File: src/rtl/color_input_conditioner_pkg.sv
// Shared game types: button color codes, input-FSM states and debounce sizing.
// The controller imports the same package for its view of colors and states.
package color_input_conditioner_pkg;

  localparam int unsigned DB_CNT_W = 8;

  localparam int unsigned CH_GREEN  = 0;
  localparam int unsigned CH_RED    = 1;
  localparam int unsigned CH_BLUE   = 2;
  localparam int unsigned CH_YELLOW = 3;
  localparam int unsigned CH_START  = 4;
  localparam int unsigned NUM_CH    = 5;

  typedef enum logic [1:0] {
    GREEN  = 2'b00,
    RED    = 2'b01,
    BLUE   = 2'b10,
    YELLOW = 2'b11
  } color_e;

  typedef enum logic [1:0] {
    IDLE,
    PRESSED,
    LOCKOUT
  } game_input_state_e;

  // Only meaningful when exactly one bit of rise is set.
  function automatic color_e color_from_rise(input logic [3:0] rise);
    color_e c;
    c = GREEN;
    if (rise[CH_RED])    c = RED;
    if (rise[CH_BLUE])   c = BLUE;
    if (rise[CH_YELLOW]) c = YELLOW;
    return c;
  endfunction

endpackage

File: src/rtl/button_debounce.sv
// One raw button: 2-flop synchronizer, stability counter, debounced level
// and a registered one-cycle pulse on the debounced 0->1 transition.
module button_debounce
  import color_input_conditioner_pkg::*;
#(
  parameter int unsigned DEBOUNCE_CYCLES = 2
) (
  input  logic clk,
  input  logic rst_n,
  input  logic raw,
  output logic level,
  output logic rise
);

  localparam logic [DB_CNT_W-1:0] CNT_LAST = DB_CNT_W'(DEBOUNCE_CYCLES - 1);

  logic                sync_q1;
  logic                sync_q2;
  logic [DB_CNT_W-1:0] cnt;

  always_ff @(posedge clk or negedge rst_n) begin
    if (!rst_n) begin
      sync_q1 <= 1'b0;
      sync_q2 <= 1'b0;
      cnt     <= '0;
      level   <= 1'b0;
      rise    <= 1'b0;
    end else begin
      sync_q1 <= raw;
      sync_q2 <= sync_q1;
      rise    <= 1'b0;
      if (sync_q2 == level) begin
        cnt <= '0;
      end else if (cnt == CNT_LAST) begin
        // This sample would bring the count to DEBOUNCE_CYCLES: accept it.
        cnt   <= '0;
        level <= sync_q2;
        rise  <= sync_q2;
      end else begin
        cnt <= cnt + DB_CNT_W'(1);
      end
    end
  end

endmodule

File: src/rtl/color_input_conditioner.sv
// Conditions the four color buttons and start button into clean one-cycle
// events for the game controller, rejecting overlapping color presses.
module color_input_conditioner
  import color_input_conditioner_pkg::*;
#(
  parameter int unsigned COLOR_CODEFY_W  = 2,
  parameter int unsigned DEBOUNCE_CYCLES = 2
) (
  input  logic                      clk,
  input  logic                      rst_n,
  input  logic                      button_color_green,
  input  logic                      button_color_red,
  input  logic                      button_color_blue,
  input  logic                      button_color_yellow,
  input  logic                      start,
  input  logic                      enable,
  output logic                      color_valid,
  output logic [COLOR_CODEFY_W-1:0] color_code,
  output logic                      start_pulse,
  output logic                      multi_press
);

  logic raw   [NUM_CH];
  logic lvl   [NUM_CH];
  logic rise  [NUM_CH];

  logic [3:0]        color_rise;
  logic [2:0]        rise_cnt;
  logic              any_color_level;
  color_e            rise_color;
  game_input_state_e state;

  always_comb begin
    raw[CH_GREEN]  = button_color_green;
    raw[CH_RED]    = button_color_red;
    raw[CH_BLUE]   = button_color_blue;
    raw[CH_YELLOW] = button_color_yellow;
    raw[CH_START]  = start;
  end

  for (genvar i = 0; i < NUM_CH; i++) begin : gen_db
    button_debounce #(
      .DEBOUNCE_CYCLES(DEBOUNCE_CYCLES)
    ) u_db (
      .clk  (clk),
      .rst_n(rst_n),
      .raw  (raw[i]),
      .level(lvl[i]),
      .rise (rise[i])
    );
  end

  always_comb begin
    color_rise      = {rise[CH_YELLOW], rise[CH_BLUE], rise[CH_RED], rise[CH_GREEN]};
    rise_cnt        = 3'(color_rise[0]) + 3'(color_rise[1])
                    + 3'(color_rise[2]) + 3'(color_rise[3]);
    any_color_level = lvl[CH_GREEN] | lvl[CH_RED] | lvl[CH_BLUE] | lvl[CH_YELLOW];
    rise_color      = color_from_rise(color_rise);
  end

  always_ff @(posedge clk or negedge rst_n) begin
    if (!rst_n) begin
      state       <= IDLE;
      color_valid <= 1'b0;
      color_code  <= '0;
      start_pulse <= 1'b0;
      multi_press <= 1'b0;
    end else begin
      color_valid <= 1'b0;
      multi_press <= 1'b0;
      start_pulse <= rise[CH_START];
      case (state)
        IDLE: begin
          if (rise_cnt >= 3'd2) begin
            multi_press <= 1'b1;
            state       <= LOCKOUT;
          end else if (rise_cnt == 3'd1) begin
            if (enable) begin
              color_valid <= 1'b1;
              color_code  <= COLOR_CODEFY_W'(rise_color);
              state       <= PRESSED;
            end else begin
              state <= LOCKOUT;
            end
          end
        end
        PRESSED: begin
          // A new press outranks a same-cycle release of the held button.
          if (rise_cnt != 3'd0) begin
            multi_press <= 1'b1;
            state       <= LOCKOUT;
          end else if (!any_color_level) begin
            state <= IDLE;
          end
        end
        LOCKOUT: begin
          if (!any_color_level) state <= IDLE;
        end
        default: state <= IDLE;
      endcase
    end
  end

endmodule
File: config.mk
export PLATFORM = sky130hd
export DESIGN_NAME = color_input_conditioner
export DESIGN_NICKNAME = d
export VERILOG_FILES = /design/src/rtl/color_input_conditioner_pkg.sv /design/src/rtl/button_debounce.sv /design/src/rtl/color_input_conditioner.sv
export SDC_FILE = /design/constraint.sdc
export NUM_CORES = 1
export LEC_CHECK = 0
export ABC_CLOCK_PERIOD_IN_PS = 3900
export BUFFER_PORTS_ARGS = -buffer_cell sky130_fd_sc_hd__buf_2
export CAP_MARGIN = 10
export CORE_ASPECT_RATIO = 1.25
export CORE_MARGIN = 5
export CORE_UTILIZATION = 35
export DETAILED_ROUTE_END_ITERATION = 10
export RECOVER_POWER = 100
export SLEW_MARGIN = 20
export SYNTH_ARGS = -nofsm -noshare
export SYNTH_HDL_FRONTEND = slang
export SYNTH_SLANG_ARGS = --single-unit
File: constraint.sdc
create_clock -name clk -period 3.9 [get_ports clk]
set_clock_uncertainty 0.2 [all_clocks]
set_input_delay 0.78 -clock clk [delete_from_list [all_inputs] [get_ports clk]]
set_output_delay 0.78 -clock clk [all_outputs]
set_load 0.02 [all_outputs]
# After elaboration in Yosys (flattened, before gate mapping)
# Cells that the tools add are included.
[word_totals]
regBits = 67
input_bits = 8
[op_classes]
n_lt_le_gt_ge = 1
n_addsub = 8
bitwise = 9
mux = 36
reduce_logical = 8
n_eq_ne = 14
[ops]
columns = ["cell", "count"]
rows = [
  ["$mux W8", 10],
  ["$add A8 B1 Y8 const B", 5],
  ["$eq A8 B1 Y1 const B", 5],
  ["$mux W1", 17],
  ["$mux W2", 7],
  ["$reduce_and A2 Y1", 5],
  ["$not A1 Y1", 6],
  ["$pmux W2 S3", 1],
  ["$eq A1 B1 Y1", 5],
  ["$reduce_and A4 Y1", 1],
  ["$add A2 B1 Y3", 1],
  ["$add A3 B1 Y3", 1],
  ["$eq A3 B1 Y1 const B", 1],
  ["$ge A3 B2 Y1 const B", 1],
  ["$ne A3 B3 Y1 const B", 1],
  ["$or A1 B1 Y1", 3],
  ["$reduce_bool A3 Y1", 1],
  ["$add A1 B1 Y2", 1],
  ["$eq A2 B1 Y1 const B", 1],
  ["$eq A2 B2 Y1 const B", 1],
  ["$logic_not A2 Y1", 1],
  ["$pmux W1 S2", 1],
]

# Logic depth before layout (Yosys ltp)
[logic_depth]
depth_word = 7
ltp_mapped = 9
ltp_nobuf = 9

# Modules after synthesis
# From an unflattened synthesis, not the netlist that was laid out.
[hier_totals]
hier_cells = 268
hier_area_um2 = 3057.9
[by_module_without_submodules]
columns = ["module", "area_each_um2", "seq_area_each_um2", "cells_per_inst", "n_inst"]
rows = [
  ["button_debounce", 518.0, 300.3, 45, 5],
  ["color_input_conditioner", 467.9, 175.2, 43, 1],
]

# Worst setup path after synthesis
# OpenSTA, ideal clock, no wires.
[synth_timing]
path_type = "register to register"
start = "reg gen_db[3].u_db.rise"
end = "reg state[1]"
t_required_ns = 3.606
stages_incl_launch_ff = 10
path_buffers = 0
slack_ns = 1.219
arrival_ns = 2.387
synth_period_minus_slack_ns = 2.681
setup_time_ns = 0.094
path_cell_list = "dfrtp_1 -> inv_1 -> fa_1 -> inv_1 -> ha_1 -> inv_1 -> ha_1 -> or3b_1 -> a311o_1 -> a221oi_2"
[synth_between]
elab_chain_cells = 4
elab_cells_between_ends = 8
cone_classes = "1 x add/sub; 1 x order compare; 2 x eq/ne; 3 x mux; 1 x reduce/logical"
[synth_lines]
columns = ["item", "line_no", "rtl"]
rows = [
  ["start, declared", "button_debounce.sv:12", "output logic rise"],
  ["start signal, assigned", "button_debounce.sv:38", "rise <= sync_q2;"],
  ["$add A3 B1 Y3 (*)", "color_input_conditioner.sv:56", "+ 3'(color_rise[2]) + 3'(color_rise[3]);"],
  ["$ge A3 B2 Y1 / $reduce_bool A3 Y1 (equally long branches)", "color_input_conditioner.sv:74, color_input_conditioner.sv:89", ""],
  ["$mux W2 (on tied branches)", "color_input_conditioner.sv:74, color_input_conditioner.sv:89", ""],
  ["$pmux W2 S3", "color_input_conditioner.sv:72", "case (state)"],
  ["end signal, assigned", "color_input_conditioner.sv:63", "state <= IDLE;"],
  ["end signal, assigned", "color_input_conditioner.sv:76", "state <= LOCKOUT;"],
  ["end signal, assigned", "color_input_conditioner.sv:81", "state <= PRESSED;"],
  ["end, declared", "color_input_conditioner.sv:31", "game_input_state_e state;"],
]
# Every way passes the cells marked *; elsewhere a longest branch is shown, timed or not.
# A chain may end at the register's enable or synchronous reset.

# Worst setup path in the final report
[layout_timing]
start = "reg gen_db[0].u_db.rise"
end = "reg color_code[0]"
[layout_between]
elab_chain_cells = 6
elab_cells_between_ends = 7
cone_classes = "3 x add/sub; 1 x order compare; 1 x eq/ne; 1 x bitwise; 1 x reduce/logical"
[layout_lines]
columns = ["item", "line_no", "rtl"]
rows = [
  ["start, declared", "button_debounce.sv:12", ""],
  ["start signal, assigned", "button_debounce.sv:38", ""],
  ["$add A1 B1 Y2 (*)", "color_input_conditioner.sv:55", "rise_cnt = 3'(color_rise[0]) + 3'(color_rise[1])"],
  ["$add A2 B1 Y3 (*)", "color_input_conditioner.sv:56", ""],
  ["$add A3 B1 Y3 (*)", "color_input_conditioner.sv:56", ""],
  ["$ge A3 B2 Y1", "color_input_conditioner.sv:74", "if (rise_cnt >= 3'd2) begin"],
  ["$not A1 Y1 (no source line)", "-", ""],
  ["$reduce_and A4 Y1 (no source line) (*)", "-", ""],
  ["end signal, assigned", "color_input_conditioner.sv:80", "color_code <= COLOR_CODEFY_W'(rise_color);"],
  ["end, declared", "color_input_conditioner.sv:18", "output logic [COLOR_CODEFY_W-1:0] color_code,"],
]
# Marks and branches as above.

==> reports/qor.yml <==
start_util_pct: 36.15
min_to: "gen_db[4].u_db.sync_q2"
fin_crit_sh_pct: 79.09
cts.repair.resized: 0
synth_fp_nets: 292
fin_nets: 315
final_common_cell: "dfrtp_1"
hold_violations: 0
power.density_nw_per_um2: 613.4
drc: 0
ant_nets: 0
grt_use_total_pct: 10.43
dp_hpwl_um: 3294
synth.distinct_cells: 37
path_cells: "inv_1 > fa_1 > inv_1 > ha_1 > ha_1 > or4b_2 > nor3_1 > mux2_1"
leakagePower_nw: 1.437
insertion_delay_ps: 340
seq_area_frac_synth_pct: 55.97
cts.sinks: 67
ys_warn_count: 0
ir_drop_mv: 0.2215
cts_tree: "yes"
cts-root-buf: "clkbuf_8"
crit_type: "reg2reg"
die-area_sq_um: 10520
critPathSlowestCell: "or4b_2"
cp-end-kind: "flip-flop"
ys_ff_latch: 67
layout_common_cells: "dfrtp_1, nor2_1, nand3_1"
fmax_mhz: 324.2
path_delay_family: "simple AND/OR/NAND/NOR gates"
cts-htree-levels: 3
clkTransAtPathRegs_ps: 70
synth_area_sq_um: 2995
required_ps: 3920
row_count: 37
synth_ff_type: "dfrtp_1"
coreArea_sq_um: 8287
synth-edff-count: 0
wire_per_inst_um: 12.11
synth.avg_cell_area_sq_um: 11.09
dieWidth_um: 92.75
worstMarginPinSlew_ps: 1631
hold_class: "reg2reg"
grt.overflow.total: 0
first_pass_iters: 4
fin_setup_tns_ps: 0
wl_met2_um: 2386
slew_headroom_pct: -8.739
violations: "capacitance limit, slew limit"
syn_to_final_growth_pct: 12.16
ys_async_sr_fraction_pct: 100.0
wl_um: 4784
post-place-ws_ps: 1089
cp-start-kind: "flip-flop"
drive_gt1_share_pct: 8.725
reg2reg_from: "gen_db[0].u_db.rise"
first_global_vias: 2099
netlist_top_cells_area: "dfrtp_1, ha_1, nor2_1, xnor2_1, nand3_1"
wl_met1_um: 2156
vias_per_cell: 5.018
worstHoldPathCells: 0
r2r_slack_ps: 820
synth.top_cell.area_share_pct: 55.97
finalWorstSetupSlack_ps: 815.4
postCtsSetupBuffers: 0
ctsLongestPathBuffers: 2
wl_met3_um: 144
reg2reg_depth: 8
vias: 1982
rsz0062_at_grt: "false"
die_height_um: 113.4
status: "finished with violations"
top_layer: "met4"
syn_inst: 270
crit_fanout: 5
cts_buffers: 9
hp-start: "gen_db[4].u_db.sync_q1"
cp.arrival_ps: 3100
grt_pass1_wl_um: 8866
max_stage_delay_ps: 670
pin_count: 13
grt_max_degree: 68
gp_congestion: 0.7833
antenna_found_initial: 0
drt_iter0_drc: 79
critPathBufInv: 2
synth_top_area_cell: "dfrtp_1"
cts_hold_buf: 0
antenna_cells: 0
slew_viol_final: 68
maxCapViolCount: 1
portBuffers: 12
timing.rr.end: "color_code[0]"
finalSetupViolCount: 0
fin_crit_ps: 3085
[worst reg2reg max path, cell delays in order, from the launching register on]
cell	delay, ps
dfrtp_1	320
inv_1	50
fa_1	520
inv_1	40
ha_1	200
ha_1	220
or4b_2	670
nor3_1	370
mux2_1	370
[routing by layer]
metal	vias up	track usage [%]
met5	-	0
met3	10	2.836
met1	954	12.06
met4	0	4.985
li1	995	-
met2	23	17.86
[power breakdown]
group	switching, mW	total (mW)	internal [mW]
clock	0.251	0.612	0.361
combinational	0.286	0.512	0.226
sequential	0.121	0.937	0.816
total	0.659	2.06	1.40
[registers in the layout (all words and copies together), names as in the netlist]
name / flops
gen_db.u_db.cnt: 40
start_pulse: 1
multi_press: 1
gen_db.u_db.rise: 5
gen_db.u_db.level: 5
gen_db.u_db.sync_q1: 5
gen_db.u_db.sync_q2: 5
color_code: 2
color_valid: 1
state: 2
[area by class of cell]
type / instances / area, sq um
clock buffer: 12 / 135.1
clock inverter: 4 / 75.07
fill: 797 / 4927
inverter: 13 / 48.80
multi-input combinational: 189 / 1244
sequential: 67 / 1677
tap: 97 / 121.4
timing repair buffer: 13 / 58.81
[cells by family (layout without fill, tap and decap cells)]
family / after synthesis / count (layout) / synth area share (%)
buffers and inverters: 14 / 42 / 1.796
adder cells (fa/ha/maj): 14 / 14 / 6.099
AND/OR/NAND/NOR: 103 / 103 / 18.50
flip-flops: 67 / 67 / 55.97
multiplexers: 7 / 7 / 2.590
XOR/XNOR: 21 / 21 / 6.140
AO/OA/AOI/OAI: 44 / 44 / 8.898
[Yosys cell counts (all sizes together) (4+ instances only)]
| cell | count |
|---|---|
| nor3 | 6 |
| nor4b | 4 |
| mux2 | 6 |
| o21ai | 16 |
| xnor2 | 11 |
| nand4 | 4 |
| inv | 13 |
| a21o | 4 |
| nor2 | 26 |
| ha | 13 |
| a21oi | 16 |
| nor3b | 6 |
| dfrtp | 67 |
| nand2 | 15 |
| or3 | 14 |
| xor2 | 10 |
| nand3 | 19 |
[worst max path at each step]
| stage | startpoint | cells past startpoint | slack [ps] | end |
|---|---|---|---|---|
| finish | gen_db[0].u_db.rise | 8 | 820 | color_code[0] |
| global route | gen_db[0].u_db.rise | 8 | 690 | color_code[0] |
| CTS | gen_db[3].u_db.rise | 9 | 1080 | state[1] |
| detailed placement | gen_db[3].u_db.rise | 9 | 1090 | state[1] |
| global placement | gen_db[3].u_db.rise | 9 | 1150 | state[1] |
| floorplan | gen_db[3].u_db.rise | 9 | 1220 | state[1] |
[metrics by stage]
stage	utilization, %	power, mW	std cells	hold slack (ps)	cell area [sq um]
floorplan	-	1.348	270	131.2	2995
global placement	38.37	1.479	379	133.4	3179
detailed placement	38.37	1.498	379	136.5	3179
CTS	40.90	2.121	395	153.2	3390
global route	40.54	2.220	395	164.9	3359
finish	40.54	2.061	395	148.8	3359
Power figures use the tool's default switching activity.
